**config.mk**
```make
export PLATFORM = sky130hd
export DESIGN_NAME = threedo_chain_sched
export DESIGN_NICKNAME = d
export VERILOG_FILES = /design/src/rtl/threedo_pkg.sv /design/src/rtl/threedo_sync2.sv /design/src/rtl/threedo_chain_sched.sv
export SDC_FILE = /design/constraint.sdc
export NUM_CORES = 1
export LEC_CHECK = 0
export ABC_AREA = 0
export BUFFER_PORTS_ARGS = -buffer_cell sky130_fd_sc_hd__buf_2
export CAP_MARGIN = 20
export CORE_UTILIZATION = 50
export CTS_BUF_LIST = sky130_fd_sc_hd__clkbuf_4 sky130_fd_sc_hd__clkbuf_8
export CTS_CLUSTER_SIZE = 20
export DETAILED_ROUTE_END_ITERATION = 7
export MAX_ROUTING_LAYER = met4
export PLACE_DENSITY = 0.72
export SETUP_SLACK_MARGIN = 0.4
export SLEW_MARGIN = 20
export SYNTH_ARGS = -nofsm -noshare
export SYNTH_HDL_FRONTEND = slang
export SYNTH_SLANG_ARGS = --single-unit
```
**constraint.sdc**
```tcl
create_clock -name system_clock -period 2.5 [get_ports system_clock]
set_input_delay 0.25 -clock system_clock [delete_from_list [all_inputs] [get_ports system_clock]]
set_output_delay 0.25 -clock system_clock [all_outputs]
set_load 0.05 [all_outputs]
```
**src/rtl/threedo_pkg.sv**
```systemverilog
// -----------------------------------------------------------------------------
// threedo_pkg
// Shared constants for the 3DO controller daisy-chain emulation:
//   - FSM state encoding (IDLE / LATCH / SHIFT / DONE)
//   - default report width per pad
//   - maximum number of pads that can share one chain
// -----------------------------------------------------------------------------
package threedo_pkg;

    localparam int BITS_DEFAULT = 16;
    localparam int NUM_PADS_MAX = 4;

    localparam logic [1:0] ST_IDLE  = 2'd0;
    localparam logic [1:0] ST_LATCH = 2'd1;
    localparam logic [1:0] ST_SHIFT = 2'd2;
    localparam logic [1:0] ST_DONE  = 2'd3;

endpackage

```
**src/rtl/threedo_sync2.sv**
```systemverilog
// -----------------------------------------------------------------------------
// threedo_sync2
// Two-flop synchronizer bringing one console-domain signal into the
// system_clock domain.
// Ports:
//   system_clock  in   sole clock, rising edge
//   reset         in   synchronous, active-high; clears both flops
//   d             in   asynchronous input
//   q             out  synchronized output (two cycles of latency)
// -----------------------------------------------------------------------------
module threedo_sync2 (
    input  logic system_clock,
    input  logic reset,
    input  logic d,
    output logic q
);

    logic meta;

    always_ff @(posedge system_clock) begin
        if (reset) begin
            meta <= 1'b0;
            q    <= 1'b0;
        end else begin
            meta <= d;
            q    <= meta;
        end
    end

endmodule

```
**src/rtl/threedo_chain_sched.sv**
```systemverilog
// -----------------------------------------------------------------------------
// threedo_chain_sched
// Serialises up to four USB pad reports onto a single 3DO controller daisy
// chain. The console raises ps to latch, then clocks bits out on clk; each
// present pad contributes BITS bits, lowest pad index first, MSB first.
// Absent pads are skipped entirely so the console sees a shorter chain.
//
// Ports:
//   system_clock  in   sole clock, rising edge
//   reset         in   synchronous, active-high
//   ps            in   console latch strobe (asynchronous)
//   clk           in   console shift clock (asynchronous)
//   pad_data      in   NUM_PADS*BITS pad reports, pad 0 in [BITS-1:0], 1=pressed
//   pad_present   in   per-pad connected flags
//   dat           out  registered serial data, active-low buttons
//   frame_start   out  one-cycle pulse as the SHIFT phase begins
//   busy          out  high while in LATCH or SHIFT
//
// Optional build macro THREEDO_SHIFT_TIMEOUT_EN adds a watchdog that abandons
// a SHIFT after TIMEOUT_CYCLES system_clock cycles without a console clk edge.
// -----------------------------------------------------------------------------
module threedo_chain_sched
    import threedo_pkg::*;
#(
    parameter int BITS           = BITS_DEFAULT,
    parameter int NUM_PADS       = 2,
    parameter int TIMEOUT_CYCLES = 65535
) (
    input  logic                     system_clock,
    input  logic                     reset,
    input  logic                     ps,
    input  logic                     clk,
    input  logic [NUM_PADS*BITS-1:0] pad_data,
    input  logic [NUM_PADS-1:0]      pad_present,
    output logic                     dat,
    output logic                     frame_start,
    output logic                     busy
);

    localparam int W     = NUM_PADS * BITS;
    localparam int CNT_W = $clog2(W + 1);

    generate
        if (NUM_PADS < 1 || NUM_PADS > NUM_PADS_MAX || TIMEOUT_CYCLES < 1) begin : g_param_check
            $error("threedo_chain_sched: NUM_PADS or TIMEOUT_CYCLES out of range");
        end
    endgenerate

    logic             sps;
    logic             sclk;
    logic             sclk_prev;
    logic             clk_rise;
    logic [1:0]       state;
    logic [W-1:0]     shreg;
    logic [CNT_W-1:0] count;
    logic [W-1:0]     compact;
    logic [CNT_W-1:0] load_count;

    // ---- console-domain inputs into system_clock domain ----
    threedo_sync2 u_sync_ps (
        .system_clock (system_clock),
        .reset        (reset),
        .d            (ps),
        .q            (sps)
    );

    threedo_sync2 u_sync_clk (
        .system_clock (system_clock),
        .reset        (reset),
        .d            (clk),
        .q            (sclk)
    );

    assign clk_rise = sclk & ~sclk_prev;
    assign busy     = (state == ST_LATCH) || (state == ST_SHIFT);

    // Walking pads from the highest index down, each present pad is pushed in
    // at the top and everything earlier slides down by BITS; the lowest present
    // index ends up in the MSBs, with unused low bits left at zero.
    always_comb begin
        logic [W-1:0] ext;
        compact    = '0;
        load_count = '0;
        ext        = '0;
        for (int k = NUM_PADS - 1; k >= 0; k--) begin
            if (pad_present[k]) begin
                ext             = '0;
                ext[BITS-1:0]   = pad_data[k*BITS +: BITS];
                compact         = (compact >> BITS) | (ext << (W - BITS));
                load_count      = load_count + CNT_W'(BITS);
            end
        end
    end

`ifdef THREEDO_SHIFT_TIMEOUT_EN
    localparam int WD_W = $clog2(TIMEOUT_CYCLES + 1);
    localparam logic [WD_W-1:0] WD_LIMIT = WD_W'(TIMEOUT_CYCLES - 1);

    logic [WD_W-1:0] wd;
    logic            wd_expired;

    assign wd_expired = (wd >= WD_LIMIT);

    // Counts idle SHIFT cycles since the frame began or the last console edge.
    always_ff @(posedge system_clock) begin
        if (reset) begin
            wd <= '0;
        end else if (state == ST_LATCH || clk_rise) begin
            wd <= '0;
        end else if (state == ST_SHIFT && !wd_expired) begin
            wd <= wd + WD_W'(1);
        end
    end
`endif

    // ---- scheduler FSM, shift register and registered output ----
    always_ff @(posedge system_clock) begin
        if (reset) begin
            state       <= ST_IDLE;
            shreg       <= '0;
            count       <= '0;
            dat         <= 1'b1;
            frame_start <= 1'b0;
            sclk_prev   <= 1'b0;
        end else begin
            sclk_prev   <= sclk;
            frame_start <= 1'b0;
            // dat reflects the current register, so it trails each shift by a cycle.
            dat         <= (state == ST_SHIFT && count != '0) ? ~shreg[W-1] : 1'b1;

            if (state == ST_LATCH) begin
                // Reload on every LATCH cycle so the frame holds the newest reports.
                shreg <= compact;
                count <= load_count;
                if (sps) begin
                    state <= ST_LATCH;
                end else begin
                    state       <= ST_SHIFT;
                    frame_start <= 1'b1;
                end
            end else if (sps) begin
                state <= ST_LATCH;
            end else if (state == ST_SHIFT) begin
                if (count == '0) begin
                    state <= ST_DONE;
                end else if (clk_rise) begin
                    shreg <= shreg << 1;
                    count <= count - CNT_W'(1);
                    if (count == CNT_W'(1)) begin
                        state <= ST_DONE;
                    end
                end
`ifdef THREEDO_SHIFT_TIMEOUT_EN
                else if (wd_expired) begin
                    state <= ST_IDLE;
                    dat   <= 1'b1;
                end
`endif
            end
        end
    end

endmodule

```
==> results of run 1 <==
[flip-flops by register name, indices dropped and copies added (netlist names)]
signal           cells
count                6
u_sync_ps.q          1
dat                  1
u_sync_ps.meta       1
frame_start          1
sclk_prev            1
shreg               32
state                2
u_sync_clk.q         1
u_sync_clk.meta      1
[Yosys cell counts (2+ instances only)]
library cell | instances | share of area, %
nand4_1 | 5 | 1.3
dfxtp_1 | 47 | 40
buf_1 | 3 | 0.47
nand3_1 | 21 | 4.4
a2111oi_0 | 2 | 0.74
a31o_2 | 2 | 0.74
nor3_1 | 34 | 7.2
a31oi_1 | 3 | 0.79
o221ai_1 | 16 | 5.9
nor2b_1 | 6 | 1.6
nand2_1 | 38 | 6.0
o211ai_1 | 16 | 5.1
nor2_1 | 6 | 0.95
o21ai_0 | 2 | 0.42
buf_6 | 2 | 0.95
inv_1 | 7 | 1.1
a222oi_1 | 14 | 5.9
clkbuf_1 | 22 | 3.5
buf_2 | 4 | 0.84
a21oi_1 | 19 | 4.0
ha_1 | 6 | 3.2
[per-stage QoR]
| stage | cells | instance area (um2) |
|---|---|---|
| CTS | 367 | 2673 |
| global placement | 361 | 2589 |
| floorplan | 291 | 2390 |
| detailed placement | 361 | 2589 |
| global route | 370 | 2759 |
| finish | 370 | 2759 |
[routing by layer]
metal	up-vias	track usage, %	wire, um
met3	8	4.701	407
met5	-	-	0
met2	88	38.89	3015
met4	0	6.667	74
met1	1147	37.32	3014
li1	1162	-	-
[logic make-up (layout without fill, tap and decap cells)]
logic type | after synthesis | count (layout) | synth area share [%]
buffers and inverters | 40 | 65 | 7.316
flip-flops | 47 | 47 | 39.58
AO/OA/AOI/OAI | 80 | 82 | 25.63
adder cells (fa/ha/maj) | 6 | 6 | 3.158
AND/OR/NAND/NOR | 118 | 118 | 24.32
[final cells by class]
type / count / area [um2] / share of cell area [%]
flip-flops and latches: 47 / 942.2 / 34.15
well taps: 52 / 65.06 / 2.358
multi-input cells: 206 / 1326 / 48.07
repair buffers: 51 / 315.3 / 11.43
clock buffers: 6 / 76.32 / 2.766
inverters: 8 / 33.78 / 1.224
[worst max-delay path: stages (launching register included)]
cell	delay, ns
dfxtp_2	0.35
inv_1	0.07
ha_4	0.26
or4b_4	0.55
a21o_4	0.27
a222oi_1	0.34
nor3_1	0.10
[final timing paths]
check | start | to | slack, ns | cells after the start
worst max-delay path | state[0]$_SDFFE_PP0P_ | shreg[10]$_SDFFE_PP0P_ | 0.42 | 6
worst min-delay path | ps | u_sync_ps.meta$_SDFF_PP0_ | 0.15 | 2
worst max register to register | state[0]$_SDFFE_PP0P_ | shreg[10]$_SDFFE_PP0P_ | 0.42 | 6
worst min register to register | u_sync_ps.meta$_SDFF_PP0_ | u_sync_ps.q$_SDFF_PP0_ | 0.44 | 1
[power by group]
part           total [W]  internal (W)  switching, W
Combinational    0.00124      0.000482      0.000761
Sequential       0.00101      0.000902      0.000106
Clock           0.000441      0.000198      0.000243
Total            0.00269       0.00158       0.00111
[what timing repair did]
item / 4_1_cts / 5_1_grt
pin swaps: 0 / 6
setup endpoints to repair: 32 / 35
cloned: 0 / 2
setup buffers: 0 / 1
hold buffers: 0 / 0
gates resized for setup: 2 / 11
[layout by cell type (no fill, tap or decap), types with 2 or more instances in the layout]
master / netlist / final
nand4_1: 5 / 5
ha_1: 6 / 5
nand3_1: 21 / 21
buf_6: 2 / 2
nand2_1: 38 / 38
a31oi_1: 3 / 3
inv_1: 7 / 7
a222oi_1: 14 / 14
buf_4: 1 / 7
a31o_2: 2 / 2
a21oi_1: 19 / 19
dfxtp_1: 47 / 46
clkbuf_8: 0 / 5
nor2_1: 6 / 6
buf_2: 4 / 40
o211ai_1: 16 / 16
nor2b_1: 6 / 5
o221ai_1: 16 / 16
o21ai_0: 2 / 2
buf_12: 0 / 2
nor3_1: 34 / 34
a21o_4: 0 / 2
==> results.toml, run 1 <==
[yosys]
synthArstFlopShare_pct = 0
avgSynthCellArea_um2 = 8.169
ys.flop_type = "dfxtp_1"
netlist_area_mm2 = 0.002377
synth_cells = 291
ys_types = 37
synth-seq-cells = 47
ys_warn_count = 0
syn_nets = 335
synth_edf_count = 0
seq_area_frac_synth_pct = 39.58

[routing]
initialDrtViolationCount = 257
ant_nets = 0
drt_wl_total_um = 6512
vias = 2405
via_per_inst = 6.500
first_pass_iters = 8
wl_per_cell_um = 17.60
route.detailed.drc = 0

[floorplan]
die_x_um = 70.96
ios = 41
die_h_um = 70.96
std_cell_rows = 24
dieArea_mm2 = 0.005035
start_util_pct = 53.13
core_mm2 = 0.004474

[timing]
fmax_mhz = 481.4
slew_headroom_pct = 40.10
totalNegativeSetupSlack_ns = 0
rsz0062_at_grt = "true"
skew_ns = 0.009420
timing.hold.ws_ns = 0.1543
setup_viol = 0
finalHoldViolations = 0
slew_violations = 0
fin_crit_sh_pct = 83.09
post-route-worst-setup-slack_ns = 0.4227
worstMarginPinSlew_ns = 0.8985
min_period_ns = 2.077

[clocking]
cts_tree = "yes"
cts_max_path_buffers = 2
clk_latency_ns = 0.31
htreeDepth = 2
cts_sinks = 47
clk_root_buffer_cell = "clkbuf_8"
cts_made_buffers = 5
clkTransAtPathRegs_ns = 0.08

[flow_run]
maxCapViolCount = 0

[final_layout]
nNetsFinal = 363
fillerInstances = 407
area_delta_synth_final_pct = 16.05
final_layout_size_suffix_gt1_share_pct = 22.01
utilization_pct = 61.66
insertedDiodeCount = 0

[critical_path]
cp_max_fo = 11
startpoint_type = "flop"
required_ns = 2.65
cp.arrival_ns = 2.23
cp-end-kind = "flop"
path_class = "reg -> reg"

[global_routing]
grt_pass1_wl_um = 10240
gr-total-overflow = 0
grt_max_degree = 49
track_usage_pct = 26.37
antenna_found_initial = 0
first_global_vias = 2077

[place]
dpl.hpwl_um = 3958
pre_cts_slack_ns = 0.2330
numPortBuffers = 40
gp_congestion = 0.8173

[pwr]
power_w = 0.002692
ir_drop_uv = 539.0
cellLeakagePower_nw = 0.9735
pwr_density_cell_mw_per_mm2 = 975.8

[hold_path]
hp-class = "in -> reg"

[run_status]
outcome = "finished clean"
Note: power is estimated with default switching activity, not from simulation.
==> run 2, diff against run 1 <==
--- a/config.mk
+++ b/config.mk
@@ -5,7 +5,7 @@
 export SDC_FILE = /design/constraint.sdc
 export NUM_CORES = 1
 export LEC_CHECK = 0
-export ABC_AREA = 0
+export ABC_AREA = 1
 export BUFFER_PORTS_ARGS = -buffer_cell sky130_fd_sc_hd__buf_2
 export CAP_MARGIN = 20
 export CORE_UTILIZATION = 50
==> constraint.sdc (replaced) <==
create_clock -name system_clock -period 2.1 [get_ports system_clock]
set_input_delay 0.21 -clock system_clock [delete_from_list [all_inputs] [get_ports system_clock]]
set_output_delay 0.21 -clock system_clock [all_outputs]
set_load 0.05 [all_outputs]
==> run 2 against run 1 <==
  * Critical path depth rose by 4
  * Register-to-register slack better by 0.06 ns
  * Synthesized area up 1.1%
==> results.toml, run 2 <==
[run_status]
outcome = "finished clean"

[yosys]
synth_top_family_by_area = "simple AND/OR/NAND/NOR gates"
ys.flop_type = "dfxtp_1"
synth_cells = 369
synth-seq-cells = 47
synth_edf_count = 0
ys_types = 22
synth_top_area_share_pct = 39.17
avgSynthCellArea_um2 = 6.510
synthArstFlopShare_pct = 0
netlist_area_mm2 = 0.002402
synth-compound-area-share_pct = 11.67
synthSimpleGateAreaFrac_pct = 37.24
seq_area_frac_synth_pct = 39.17
synth_area_leaders = "dfxtp_1 39%, nand2_1 14%, nor2_1 13%"
synth_most_common_cell = "nand2_1"
yosys.area.top_type = "dfxtp_1"
synth_common_cells = "87 x nand2_1, 80 x nor2_1, 47 x dfxtp_1"
ys_warn_count = 0
yosys.area_share.adder_pct = 3.125
synth_mux_area_share_pct = 0
syn_nets = 413
synth_xor_area_share_pct = 0

[final_layout]
final_cell_mix = "87 x nand2_1, 78 x nor2_1, 45 x dfxtp_1, 40 x nand3_1, 40 x buf_2"
nNetsFinal = 448
area_delta_synth_final_pct = 16.41
largestRegisters = "shreg x32, count x6, state x2"
insertedDiodeCount = 0
layout_commonest_cell = "nand2_1"
fillerInstances = 406
fin_area_mm2 = 0.002796
top_register = "shreg"
largest_reg_flops = 32
stdcell_count = 455
final_layout_size_suffix_gt1_share_pct = 18.61

[critical_path]
r2r-start = "state[0]$_SDFFE_PP0P_"
cp-end-kind = "flop"
r2r-end = "shreg[19]$_SDFFE_PP0P_"
path_class = "reg -> reg"
cp.arrival_ns = 1.81
reg2reg_depth = 10
required_ns = 2.29
startpoint_type = "flop"
r2r_setup_slack_ns = 0.48
cp_max_fo = 24

[global_routing]
grt_max_degree = 34
antenna_found_initial = 0
gr-total-overflow = 0
grt_pass1_wl_um = 9839
first_global_vias = 2209
track_usage_pct = 25.21

[place]
dpl.hpwl_um = 3800
gp_congestion = 0.8573
dpl_cell_area_mm2 = 0.002645
dp.cells = 447
numPortBuffers = 40

[routing]
route.detailed.drc = 0
via_per_inst = 5.277
first_pass_iters = 4
initialDrtViolationCount = 193
vias = 2401
wl_per_cell_um = 12.84
drt_wl_total_um = 5843
ant_nets = 0

[floorplan]
start_util_pct = 53.69
std_cell_rows = 24
dieArea_mm2 = 0.005086
die_x_um = 71.32
die_h_um = 71.32
ios = 41
core_mm2 = 0.004474

[timing]
totalNegativeSetupSlack_ns = 0
fmax_mhz = 618.2
worstMarginPinSlew_ns = 0.4538
fin_crit_sh_pct = 77.02
finalHoldViolations = 0
min_period_ns = 1.618
slew_violations = 0
timing.hold.ws_ns = 0.1103
rsz0062_at_grt = "true"
slew_headroom_pct = 69.71
setup_viol = 0
skew_ns = 0.006677

[pwr]
pwr_density_cell_mw_per_mm2 = 1269
ir_drop_uv = 534.7
cellLeakagePower_nw = 1.348

[hold_path]
hold_start = "ps"
whs_path_depth = 3
hp-class = "in -> reg"
min_to = "u_sync_ps.meta$_SDFF_PP0_"

[clocking]
cts_made_buffers = 5
cts_max_path_buffers = 2
clk_root_buffer_cell = "clkbuf_8"
clkTransAtPathRegs_ns = 0.08
htreeDepth = 2
clk_latency_ns = 0.30
cts_hold_buf = 0
cts_tree = "yes"
cts_sinks = 47

[flow_run]
maxCapViolCount = 0
==> run 2: final cells by class <==
type / instances / area (um2) / area share (%)
inverter: 23 / 98.84 / 3.535
sequential: 47 / 943.4 / 33.74
multi-input combinational: 278 / 1287 / 46.04
clock buffer: 6 / 76.32 / 2.729
timing repair buffer: 49 / 325.3 / 11.63
tap: 52 / 65.06 / 2.327
==> run 2: critical path, stage by stage (launching register included) <==
cell and delay (ns):
dfxtp_2 0.35, inv_2 0.05, ha_4 0.27, clkinvlp_4 0.11
nand2_1 0.09, nor2_2 0.04, nand2_2 0.09, nand2_4 0.10
buf_8 0.18, o21ai_0 0.17, nor2_1 0.06
==> run 2: worst max path at each step <==
| stage | from | to | depth (start not counted) |
|---|---|---|---|
| 6_report | state[0]$_SDFFE_PP0P_ | shreg[19]$_SDFFE_PP0P_ | 10 |
| 3_3_place_gp | state[0]$_SDFFE_PP0P_ | shreg[0]$_SDFFE_PP0P_ | 11 |
| 3_5_place_dp | state[1]$_SDFFE_PP0P_ | shreg[19]$_SDFFE_PP0P_ | 8 |
| 2_1_floorplan | state[0]$_SDFFE_PP0P_ | shreg[31]$_SDFFE_PP0P_ | 11 |
| 5_1_grt | state[1]$_SDFFE_PP0P_ | shreg[5]$_SDFFE_PP0P_ | 10 |
| 4_1_cts | state[1]$_SDFFE_PP0P_ | shreg[0]$_SDFFE_PP0P_ | 10 |
==> run 2: where the power goes <==
part / internal, W / total [W] / switching (W)
combinational: 0.000639 / 0.00167 / 0.00104
clock: 0.000236 / 0.000527 / 0.000291
sequential: 0.00118 / 0.00135 / 0.000171
==> run 2: timing repair <==
action	CTS	global route
setup buffers	0	1
cloned	0	1
resized for setup	3	22
pin swaps	0	1
setup endpoints to repair	27	39
==> run 2: cell families (layout without fill, tap and decap cells) <==
kind of cell	count (synthesis)	count (layout)
buffers and inverters	44	78
DFF	47	47
and+or+nand+nor	216	216
adders and majority gates	6	6
AOI/OAI and AO/OA	56	56
==> run 2: per-stage QoR <==
| stage | total power (W) | setup slack (ns) | util [%] |
|---|---|---|---|
| final | 0.003549 | 0.4825 | 62.50 |
| after global routing | 0.003857 | 0.3791 | 62.50 |
| after CTS | 0.003437 | 0.4307 | 61.02 |
| after detailed placement | 0.002895 | 0.3726 | 59.12 |
| after global placement | 0.002859 | 0.4127 | 59.12 |
| after floorplan | 0.002578 | 0.3958 | - |
==> run 2: per-layer routing <==
layer / up-vias / wire [um] / global-route usage [%]
li1: 1240 / - / -
met1: 1097 / 2747 / 31.08
met2: 53 / 2764 / 40.95
met3: 11 / 233 / 4.360
met4: 0 / 98 / 10.22
met5: - / 0 / -
==> run 3, diff against run 2 <==
--- a/config.mk
+++ b/config.mk
@@ -13,7 +13,7 @@
 export CTS_CLUSTER_SIZE = 20
 export DETAILED_ROUTE_END_ITERATION = 7
 export MAX_ROUTING_LAYER = met4
-export PLACE_DENSITY = 0.72
+export PLACE_DENSITY = 0.75
 export SETUP_SLACK_MARGIN = 0.4
 export SLEW_MARGIN = 20
 export SYNTH_ARGS = -nofsm -noshare
==> constraint.sdc (replaced) <==
create_clock -name system_clock -period 1.44 [get_ports system_clock]
set_input_delay 0.144 -clock system_clock [delete_from_list [all_inputs] [get_ports system_clock]]
set_output_delay 0.144 -clock system_clock [all_outputs]
set_load 0.05 [all_outputs]
==> run 3 against run 2 <==
  * The flow now finishes with violations (design-rule violations, negative setup slack)
  * Final area rose by 11%
  * Via count grew 3.3%
  * Cell count grew 4.6%
  * Highest routed layer unchanged
  * Largest power group unchanged
  * Setup slack got worse by 0.56 ns
  * Global-route usage down 0.20 points
  * Worst hold slack lost 0.062 ns
  * Utilization rose by 6.8 points
  * Total power up 63%
  * First-iteration DRC count down 37%
  * Critical path depth is 1 higher
  * Count of clock-buffer cells in the layout is 1 lower
  * Routed wire length is 1.8% higher
==> results.toml, run 3 (synthesis gave the netlist of run 2 again) <==
[run_status]
outcome = "finished with violations"
violations = "design-rule violations, negative setup slack"

[critical_path]
r2r-start = "state[0]$_SDFFE_PP0P_"
path_class = "reg -> reg"
r2r_setup_slack_ns = -0.08
reg2reg_depth = 11
cp-end-kind = "flop"
r2r-end = "shreg[17]$_SDFFE_PP0P_"
cp_max_fo = 11
required_ns = 1.63
cp.arrival_ns = 1.71
startpoint_type = "flop"

[timing]
setup_viol = 38
fmax_mhz = 658.9
fin_crit_sh_pct = 105.4
timing.hold.ws_ns = 0.04837
slew_headroom_pct = 74.62
slew_violations = 0
skew_ns = 0.009535
rsz0062_at_grt = "true"
min_period_ns = 1.518
post-route-worst-setup-slack_ns = -0.07778
worstMarginPinSlew_ns = 0.3803
finalHoldViolations = 0

[global_routing]
first_global_vias = 2298
antenna_found_initial = 0
grt_max_degree = 27
grt_pass1_wl_um = 10010
gr-total-overflow = 0
track_usage_pct = 25.01

[floorplan]
die_x_um = 71.32
start_util_pct = 53.69
ios = 41
core_mm2 = 0.004474
dieArea_mm2 = 0.005086
die_h_um = 71.32
std_cell_rows = 24

[final_layout]
largest_reg_flops = 32
regArea_um2 = 944.7
largestRegisters = "shreg x32, count x6, state x2"
multiInputGateArea_mm2 = 0.001390
top_register = "shreg"
final_cell_mix = "84 x nand2_1, 59 x nor2_1, 44 x dfxtp_1, 39 x buf_2, 38 x nand3_1"
fillerInstances = 392
layout_commonest_cell = "nand2_1"
final_layout_size_suffix_gt1_share_pct = 29.95
fin_area_mm2 = 0.003099
area_delta_synth_final_pct = 29.01
insertedDiodeCount = 0
nNetsFinal = 469

[clocking]
clk_root_buffer_cell = "clkbuf_8"
cts_tree = "yes"
cts_sinks = 47
clkTransAtPathRegs_ns = 0.08
cts_max_path_buffers = 2
htreeDepth = 2
clk_latency_ns = 0.30
cts_made_buffers = 5

[hold_path]
whs_path_depth = 3
hp-class = "in -> reg"
hold_start = "ps"
min_to = "u_sync_ps.meta$_SDFF_PP0_"

[routing]
ant_nets = 0
initialDrtViolationCount = 122
route.detailed.drc = 1
vias = 2480
via_per_inst = 5.210
wl_per_cell_um = 12.50
drt_wl_total_um = 5948
first_pass_iters = 6

[place]
dpl_cell_area_mm2 = 0.002788
pre_cts_slack_ns = -0.1495
gp_congestion = 0.8028
numPortBuffers = 40
dpl.hpwl_um = 3987

[flow_run]
maxCapViolCount = 0

[pwr]
pwr_density_cell_mw_per_mm2 = 1867
cellLeakagePower_nw = 1.465
ir_drop_uv = 949.2
-- run 3: per-layer routing --
layer	up-vias	wire [um]	track usage (%)
li1	1284	-	-
met1	1126	2626	30.36
met2	64	2941	43.92
met3	6	338	4.219
met4	0	42	4.667
met5	-	0	-
-- run 3: timing repair --
| action | in CTS | in global routing |
|---|---|---|
| setup buffers | 2 | 1 |
| gates resized for setup | 28 | 42 |
| hold buffers | 0 | 0 |
| pin swaps | 6 | 7 |
| cloned | 0 | 1 |
| endpoints found under the setup margin | 41 | 41 |
-- run 3: worst max-delay path by stage --
stage | startpoint | endpoint | slack (ns)
2_1_floorplan | state[0]$_SDFFE_PP0P_ | shreg[31]$_SDFFE_PP0P_ | -0.26
3_3_place_gp | state[0]$_SDFFE_PP0P_ | shreg[18]$_SDFFE_PP0P_ | -0.06
3_5_place_dp | state[1]$_SDFFE_PP0P_ | shreg[17]$_SDFFE_PP0P_ | -0.15
4_1_cts | state[0]$_SDFFE_PP0P_ | shreg[23]$_SDFFE_PP0P_ | -0.06
5_1_grt | state[0]$_SDFFE_PP0P_ | shreg[19]$_SDFFE_PP0P_ | -0.17
6_report | state[0]$_SDFFE_PP0P_ | shreg[17]$_SDFFE_PP0P_ | -0.08
-- run 3: layout make-up --
type	count	area share, %
clock buffer	5	2.220
inverter	23	3.149
clock inverter	1	0.2422
sequential	47	30.48
timing repair buffer	70	16.96
tap	52	2.099
multi-input combinational	278	44.85
-- run 3: critical path: stages, from the launching register on --
cell        delay (ns)
dfxtp_2           0.34
inv_2             0.05
ha_4              0.24
clkinvlp_4        0.06
nand2_1           0.04
nor2_1            0.11
nand2_2           0.09
nand2_4           0.13
inv_6             0.06
clkbuf_16         0.16
nor2_1            0.09
nor2_1            0.05
-- run 3: power by group --
part	internal [W]	total, W	switching (W)
combinational	0.00132	0.00307	0.00175
sequential	0.00172	0.00196	0.000240
clock	0.000323	0.000759	0.000435
-- run 3: per-stage QoR --
stage	std cells	util (%)	TNS [ns]	total power [W]
2_1_floorplan	369	-	-8.045	0.003782
3_3_place_gp	466	62.30	-1.301	0.004407
3_5_place_dp	466	62.30	-4.169	0.004457
4_1_cts	474	66.30	-1.637	0.005449
5_1_grt	476	69.27	-5.474	0.006223
6_report	476	69.27	-1.963	0.005787
